File: src/rtl/store_narrow_unit.sv
// Store-path narrowing unit: formats SB/SH/SW data onto little-endian byte lanes with byte
// enables, then buffers the formatted requests in a small FIFO toward the data-memory port.
module store_narrow_unit #(
    parameter int unsigned DEPTH = 2,
    parameter int unsigned ERRW  = 8
) (
    input  logic            clk,
    input  logic            rst_n,
    input  logic            in_valid,
    output logic            in_ready,
    input  logic [31:0]     in_data,
    input  logic [31:0]     in_addr,
    input  logic [1:0]      in_size,
    output logic            out_valid,
    input  logic            out_ready,
    output logic [31:0]     out_addr,
    output logic [31:0]     out_wdata,
    output logic [3:0]      out_be,
    output logic            out_err,
    output logic            out_ovf,
    output logic [ERRW-1:0] err_count
);

    localparam int unsigned PW = (DEPTH > 1) ? $clog2(DEPTH) : 1;
    localparam logic [PW:0] FullCnt = (PW + 1)'(DEPTH);

    logic [31:0] fmt_wdata;
    logic [3:0]  fmt_be;
    logic        fmt_err;
    logic        fmt_ovf;

    always_comb begin
        fmt_wdata = '0;
        fmt_be    = '0;
        fmt_err   = 1'b0;
        fmt_ovf   = 1'b0;
        case (in_size)
            2'b00: begin
                fmt_wdata = {4{in_data[7:0]}};
                fmt_be    = 4'b0001 << in_addr[1:0];
                fmt_ovf   = in_data[31:8] != {24{in_data[7]}};
            end
            2'b01: begin
                fmt_wdata = {2{in_data[15:0]}};
                fmt_ovf   = in_data[31:16] != {16{in_data[15]}};
                if (in_addr[0]) begin
                    fmt_err = 1'b1;
                end else begin
                    fmt_be = in_addr[1] ? 4'b1100 : 4'b0011;
                end
            end
            2'b10: begin
                fmt_wdata = in_data;
                if (in_addr[1:0] != 2'b00) begin
                    fmt_err = 1'b1;
                end else begin
                    fmt_be = 4'b1111;
                end
            end
            default: begin
                fmt_err = 1'b1;
            end
        endcase
    end

    logic [29:0] mem_addr  [DEPTH];
    logic [31:0] mem_wdata [DEPTH];
    logic [3:0]  mem_be    [DEPTH];
    logic        mem_err   [DEPTH];
    logic        mem_ovf   [DEPTH];

    logic [PW-1:0]   wr_ptr_q, wr_ptr_d;
    logic [PW-1:0]   rd_ptr_q, rd_ptr_d;
    logic [PW:0]     count_q, count_d;
    logic [ERRW-1:0] err_cnt_q, err_cnt_d;
    logic            push, pop;

    // in_ready depends only on registered count, so a full FIFO stalls even while popping.
    assign in_ready  = count_q < FullCnt;
    assign out_valid = count_q != '0;
    assign push      = in_valid && in_ready;
    assign pop       = out_valid && out_ready;
    assign err_count = err_cnt_q;

    always_comb begin
        wr_ptr_d  = wr_ptr_q;
        rd_ptr_d  = rd_ptr_q;
        count_d   = count_q;
        err_cnt_d = err_cnt_q;
        if (push) begin
            wr_ptr_d = wr_ptr_q + PW'(1);
        end
        if (pop) begin
            rd_ptr_d = rd_ptr_q + PW'(1);
        end
        case ({push, pop})
            2'b10:   count_d = count_q + (PW + 1)'(1);
            2'b01:   count_d = count_q - (PW + 1)'(1);
            default: count_d = count_q;
        endcase
        if (push && fmt_err && (err_cnt_q != '1)) begin
            err_cnt_d = err_cnt_q + ERRW'(1);
        end
    end

    always_ff @(posedge clk or negedge rst_n) begin
        if (!rst_n) begin
            wr_ptr_q  <= '0;
            rd_ptr_q  <= '0;
            count_q   <= '0;
            err_cnt_q <= '0;
        end else begin
            wr_ptr_q  <= wr_ptr_d;
            rd_ptr_q  <= rd_ptr_d;
            count_q   <= count_d;
            err_cnt_q <= err_cnt_d;
        end
    end

    // Storage needs no reset: nothing reads it while the FIFO is empty.
    always_ff @(posedge clk) begin
        if (push) begin
            mem_addr[wr_ptr_q]  <= in_addr[31:2];
            mem_wdata[wr_ptr_q] <= fmt_wdata;
            mem_be[wr_ptr_q]    <= fmt_be;
            mem_err[wr_ptr_q]   <= fmt_err;
            mem_ovf[wr_ptr_q]   <= fmt_ovf;
        end
    end

    always_comb begin
        out_addr  = '0;
        out_wdata = '0;
        out_be    = '0;
        out_err   = 1'b0;
        out_ovf   = 1'b0;
        if (out_valid) begin
            out_addr  = {mem_addr[rd_ptr_q], 2'b00};
            out_wdata = mem_wdata[rd_ptr_q];
            out_be    = mem_be[rd_ptr_q];
            out_err   = mem_err[rd_ptr_q];
            out_ovf   = mem_ovf[rd_ptr_q];
        end
    end

endmodule

File: config.mk
export PLATFORM = sky130hd
export DESIGN_NAME = store_narrow_unit
export DESIGN_NICKNAME = d
export VERILOG_FILES = /design/src/rtl/store_narrow_unit.sv
export SDC_FILE = /design/constraint.sdc
export NUM_CORES = 1
export LEC_CHECK = 0
export BUFFER_PORTS_ARGS = -buffer_cell sky130_fd_sc_hd__clkbuf_2
export CAP_MARGIN = 0
export CELL_PAD_IN_SITES_DETAIL_PLACEMENT = 0
export CELL_PAD_IN_SITES_GLOBAL_PLACEMENT = 1
export CORE_ASPECT_RATIO = 0.6
export CORE_MARGIN = 5
export CORE_UTILIZATION = 46
export DETAILED_ROUTE_END_ITERATION = 8
export PLACE_DENSITY_LB_ADDON = 0.08
export REMOVE_ABC_BUFFERS = 1
export SYNTH_ARGS = -nofsm -noshare
export SYNTH_HDL_FRONTEND = slang
export SYNTH_SLANG_ARGS = --single-unit
File: constraint.sdc
create_clock -name clk -period 7.9 [get_ports clk]
set_input_delay 2.37 -clock clk [delete_from_list [all_inputs] [get_ports clk]]
set_output_delay 2.37 -clock clk [all_outputs]
set_load 0.005 [all_outputs]
-- Word-level counts from Yosys, hierarchy flattened
Memory sizes are Yosys's and may differ from the RTL's.
Index checks and enable logic that the tools add are counted.
- $add $sub $neg: 5
- magnitude comparators: 1
- eq/ne operators: 7
- shifts and indexed selects: 1
- multiplexer cells: 17
- reduce and logical (&&, ||, !) cells: 8
- operator list (kind ; count):
    $pmux 32 s3 ; 1
    $mux 32 ; 2
    $ne 24x24->1 ; 1
    $mux 4 ; 4
    $ne 16x16->1 ; 1
    $pmux 4 s3 ; 1
    $add 8x1->8 const B ; 1
    $ne 8x8->1 const B ; 1
    $mux 1 ; 6
    $reduce_bool 2->1 ; 3
    $eq 2x1->1 const B ; 2
    $eq 2x2->1 const B ; 2
    $logic_and 1x1->1 ; 4
    $pmux 2 s2 ; 1
    $shl 1x2->4 const A ; 1
    $pmux 1 s3 ; 1
    $add 1x1->1 const B ; 2
    $add 2x1->2 const B ; 1
    $logic_not 2->1 ; 1
    $lt 2x2->1 const B ; 1
    $pmux 1 s2 ; 1
    $sub 2x1->2 const B ; 1
- register bits after elaboration: 12
- memory bits (writable): 136
- input bits: 70
- output and inout port bits: 80
- logic and storage cells: 48
- memories kept: 5
- memories (name ; words ; width ; rd ports ; clocked after memory_dff ; wr ports ; line ; RTL):
    mem_wdata ; 2 ; 32 ; 1 ; 0 ; 1 ; 67 ; logic [31:0] mem_wdata [DEPTH];
    mem_addr ; 2 ; 30 ; 1 ; 0 ; 1 ; 66 ; logic [29:0] mem_addr [DEPTH];
    mem_be ; 2 ; 4 ; 1 ; 0 ; 1 ; 68 ; logic [3:0] mem_be [DEPTH];
    mem_err ; 2 ; 1 ; 1 ; 0 ; 1 ; 69 ; logic mem_err [DEPTH];
    mem_ovf ; 2 ; 1 ; 1 ; 0 ; 1 ; 70 ; logic mem_ovf [DEPTH];

-- Logic depth before layout (Yosys ltp)
- depth after elaboration: 5
- depth in mapped cells: 7

-- Least setup slack after synthesis
Ideal clock, no wire load.
- kind: in2reg
- from: input port in_valid
- to: memory mem_addr[0][0], enable pin
- setup time: 495 ps
- arrival time: 5351 ps
- slack: 2055 ps
- stages: 2
- buffers on the path: 0
- cells stage by stage: nand2b_1 > nor2_1
- longest elaborated chain between the ends: 3
- RTL lines (element ; line ; RTL):
    start: declaration ; 9 ; input logic in_valid,
    $logic_and 1x1->1 ; 81 ; assign push = in_valid && in_ready;
    $mux 1 ; 122 ; if (push) begin
    $mux 1 (implied by the code) ; 123 ; mem_addr[wr_ptr_q] <= in_addr[31:2];
    end: declaration ; 66 ;
No other way between the ends.

-- Worst setup path after layout
- from: register rd_ptr_q
- to: output port out_wdata[24]
- longest elaborated chain between the ends: 2
- RTL lines (element ; line ; RTL):
    start: declaration ; 73 ; logic [PW-1:0] rd_ptr_q, rd_ptr_d;
    start signal: assignment ; 114 ; rd_ptr_q <= rd_ptr_d;
    $mem_v2 2x32 ; - ;
    $mux 32 ; 137 ; if (out_valid) begin
    end: declaration ; 17 ; output logic [31:0] out_wdata,
No other way between the ends.

==> qor.csv <==
stage,metric,value,unit
status,status,"complete, no violations",
layout,layout cells sized above 1,0.310,
cts,Num CTS Buffers,17,
yosys,synthesized instance count,454,
routing,first-iteration detailed-routing DRC count,264,
power,total power,2.78,mW
global_route,vias in the first global route,4223,
yosys,share of the synthesized area in the top cell type,0.647,
yosys,leading area contributor after synthesis,edfxtp_1,
power,internal power,1.87,mW
placed_design,pre-CTS WS,3490,ps
routing,post-route ant nets,0,
timing,worst-margin pin slew,997,ps
power,Clk pwr share,0.295,
cts,Setup Buffers After CTS,0,
global_route,GR Overflow Total,0,
placed_design,dpl cell area,7210,um2
placed_design,dpl hpwl,9620,um
global_route,GRT Total Usage,0.180,
timing,final-report max-slew violation count,0,
floorplanning,Chip Height,101,um
cts,worst skew pair latency,410,ps
power,Sw Ratio,0.326,
routing,final WL,14300,um
placed_design,RD Place Congestion,0.825,
timing,Slew headroom,0.335,
power,Sw Pwr,0.907,mW
power,static leakage,3.24,nW
global_route,GR Util met1,0.251,
worst_setup_path,crit path buf inv count,2,
layout,Antenna Diode Count,0,
global_route,initial antenna violation count,1,
yosys,register area share after synthesis,0.694,
cts,htree depth,4,
yosys,synth unique cells,36,
hold_path,Hold Path Class,reg -> reg,
global_route,met3 track demand over resource,0.0556,
power,sequential power share,0.403,
yosys,Mapped Avg Cell Area,13.9,um2
yosys,Main synth FF type,edfxtp_1,
layout,Sequential cell area,4390,um2
timing,# setup viols final,0,
timing,min Tclk post-route,4790,ps
timing,RSZ-0062 raised after global routing,false,
timing,final hold vios,0,
layout,multi-input logic area,1830,um2
worst_setup_path,CP Data Required Time,5530,ps
yosys,Yosys warning count,0,
worst_setup_path,CP startpoint kind,flop,
routing,Via Count,4106,
worst_setup_path,Worst Path Max Fanout,50,
floorplanning,I/O pin total,150,
timing,Final Skew,11.6,ps
routing,drt wl/cell,18.1,um
cts,post-cts sizing count,0,
placed_design,port bufs,147,
layout,fill count,1145,
layout,final std cells w/o fill,788,
global_route,first-pass GRT wire length,22300,um
worst_setup_path,CP arrival,2420,ps
worst_setup_path,Worst path top cell family by delay,buffers and inverters,
layout,Area Growth Syn to Fin,23.9,%
power,worst vdd ir,168,uV
layout,fin area,7820,um2
global_route,routing usage on met2,0.276,
floorplanning,Initial Util,0.466,
power,combinational share of power,0.302,
worst_setup_path,crit path cell chain,buf_4 > mux2i_1 > nor2_1 > clkbuf_2,
global_route,most crowded layer after global routing,met2,
yosys,Post-synth ARST share,0.0811,
timing,FMAX,209,MHz
layout,Final Util,0.578,
worst_setup_path,critical path class,reg -> out,
cts,clock-pin slew on the worst setup and hold paths,60,ps
worst_setup_path,Crit-path slowest cell,buf_4,
cts,root buf cell,clkbuf_16,
yosys,Mapped Area,6320,um2
timing,worst hold-check slack,508,ps
timing,TNS Setup,0,ps
placed_design,placed cell count,756,
global_route,largest net degree at the start of global routing,69,
cts,deepest clock path buffer count,2,
cts,clk sinks,148,
floorplanning,row cnt,33,
floorplanning,Core Box Area,13500,um2
run,Max-cap violations,0,
timing,final worst slack,3110,ps
worst_setup_path,critical path endpoint category,output port,
layout,nets,672,
yosys,number of synthesized flops with an enable pin,136,
cts,TritonCTS clock tree,yes,
yosys,count of state elements after synthesis,148,
floorplanning,die area,16300,um2
timing,final worst-path cycle share,0.606,
routing,post-DR vias/cell,5.21,
routing,DRC Markers,0,
power,pwr dens,355,nW/um2
cts,hold_buf cts,0,
yosys,largest cells by area after synthesis,"edfxtp_1, mux2i_1, dfrtp_1, nor2_1, a21oi_1",
floorplanning,die width,161,um
worst_setup_path,crit-path max cell delay,730,ps
routing,drt first pass iters,5,
==> layer usage <==
metal  routed length, um  share of wire
met4                 115         0.0081
met3                 992          0.070
met5                  13        0.00091
met1                6760           0.47
met2                6380           0.45
==> logic make-up after synthesis <==
group                    synth area share
adder cells (fa/ha/maj)           0.00396
XOR/XNOR                           0.0166
AO/OA/AOI/OAI                      0.0475
buffers and inverters              0.0202
AND/OR/NAND/NOR                     0.104
flip-flops                          0.694
multiplexers                        0.113
other                            0.000594
==> synth_stat cells (2+ instances only) <==
cell type	n
nor3_1	3
and2_1	10
buf_2	9
xnor2_1	5
inv_1	5
nor2_1	80
nand2_1	12
ha_1	2
nand4_1	8
nor4_1	6
nand3_1	4
buf_4	2
a21oi_1	19
a21o_1	8
nor2b_1	9
and3_1	2
mux2i_1	70
nor4_2	2
o21ai_0	17
xor2_1	7
clkbuf_1	12
dfrtp_1	12
nand2b_1	2
edfxtp_1	136
==> cell usage in the layout (no fill, tap or decap), drive strengths merged, types with 4 or more instances in the layout <==
| master | synthesis | final |
|---|---|---|
| o21ai | 18 | 18 |
| nand4 | 8 | 8 |
| inv | 5 | 14 |
| mux2i | 70 | 70 |
| dfrtp | 12 | 12 |
| and2 | 10 | 10 |
| nand3 | 4 | 4 |
| edfxtp | 136 | 136 |
| a21oi | 19 | 19 |
| clkbuf | 12 | 164 |
| xnor2 | 5 | 5 |
| nand2 | 12 | 12 |
| nor2 | 80 | 80 |
| nor2b | 9 | 9 |
| a21o | 8 | 8 |
| nor4 | 8 | 8 |
| xor2 | 7 | 7 |
==> state kept, by name, summed over array words and instances, names as in the netlist <==
name	flops
mem_wdata	64
mem_addr	60
err_count	8
mem_be	8
count_q	2
mem_err	2
mem_ovf	2
rd_ptr_q	1
wr_ptr_q	1
==> area by class of cell <==
| class | count | share of cell area |
|---|---|---|
| multi-input cells | 278 | 0.234 |
| well taps | 175 | 0.0280 |
| repair buffers | 150 | 0.0969 |
| inverters | 5 | 0.00240 |
| clock inverters | 15 | 0.0237 |
| flip-flops and latches | 148 | 0.561 |
| clock buffers | 17 | 0.0544 |
==> path summary, 6_finish.rpt <==
check / startpoint / depth (start not counted) / slack, ps / to
worst min-delay path: err_count[7] / 1 / 510 / err_count[7]
worst max-delay path: rd_ptr_q / 4 / 3110 / out_wdata[24]
worst max register to register: count_q[1] / 3 / 5500 / mem_wdata[0][23]
min in group asynchronous: rst_n / 1 / 1830 / err_count[5]
max in group asynchronous: rst_n / 1 / 5800 / rd_ptr_q
worst min register to register: err_count[7] / 1 / 510 / err_count[7]
==> power groups by stage <==
stage	logic [mW]	registers, mW	clock network [mW]
6_report	0.840	1.12	0.820
2_1_floorplan	0.464	1.17	0
4_1_cts	0.861	1.12	0.836
5_1_grt	0.931	1.14	0.874
3_5_place_dp	0.858	1.14	0
3_3_place_gp	0.853	1.13	0
Power figures use the tool's default switching activity.
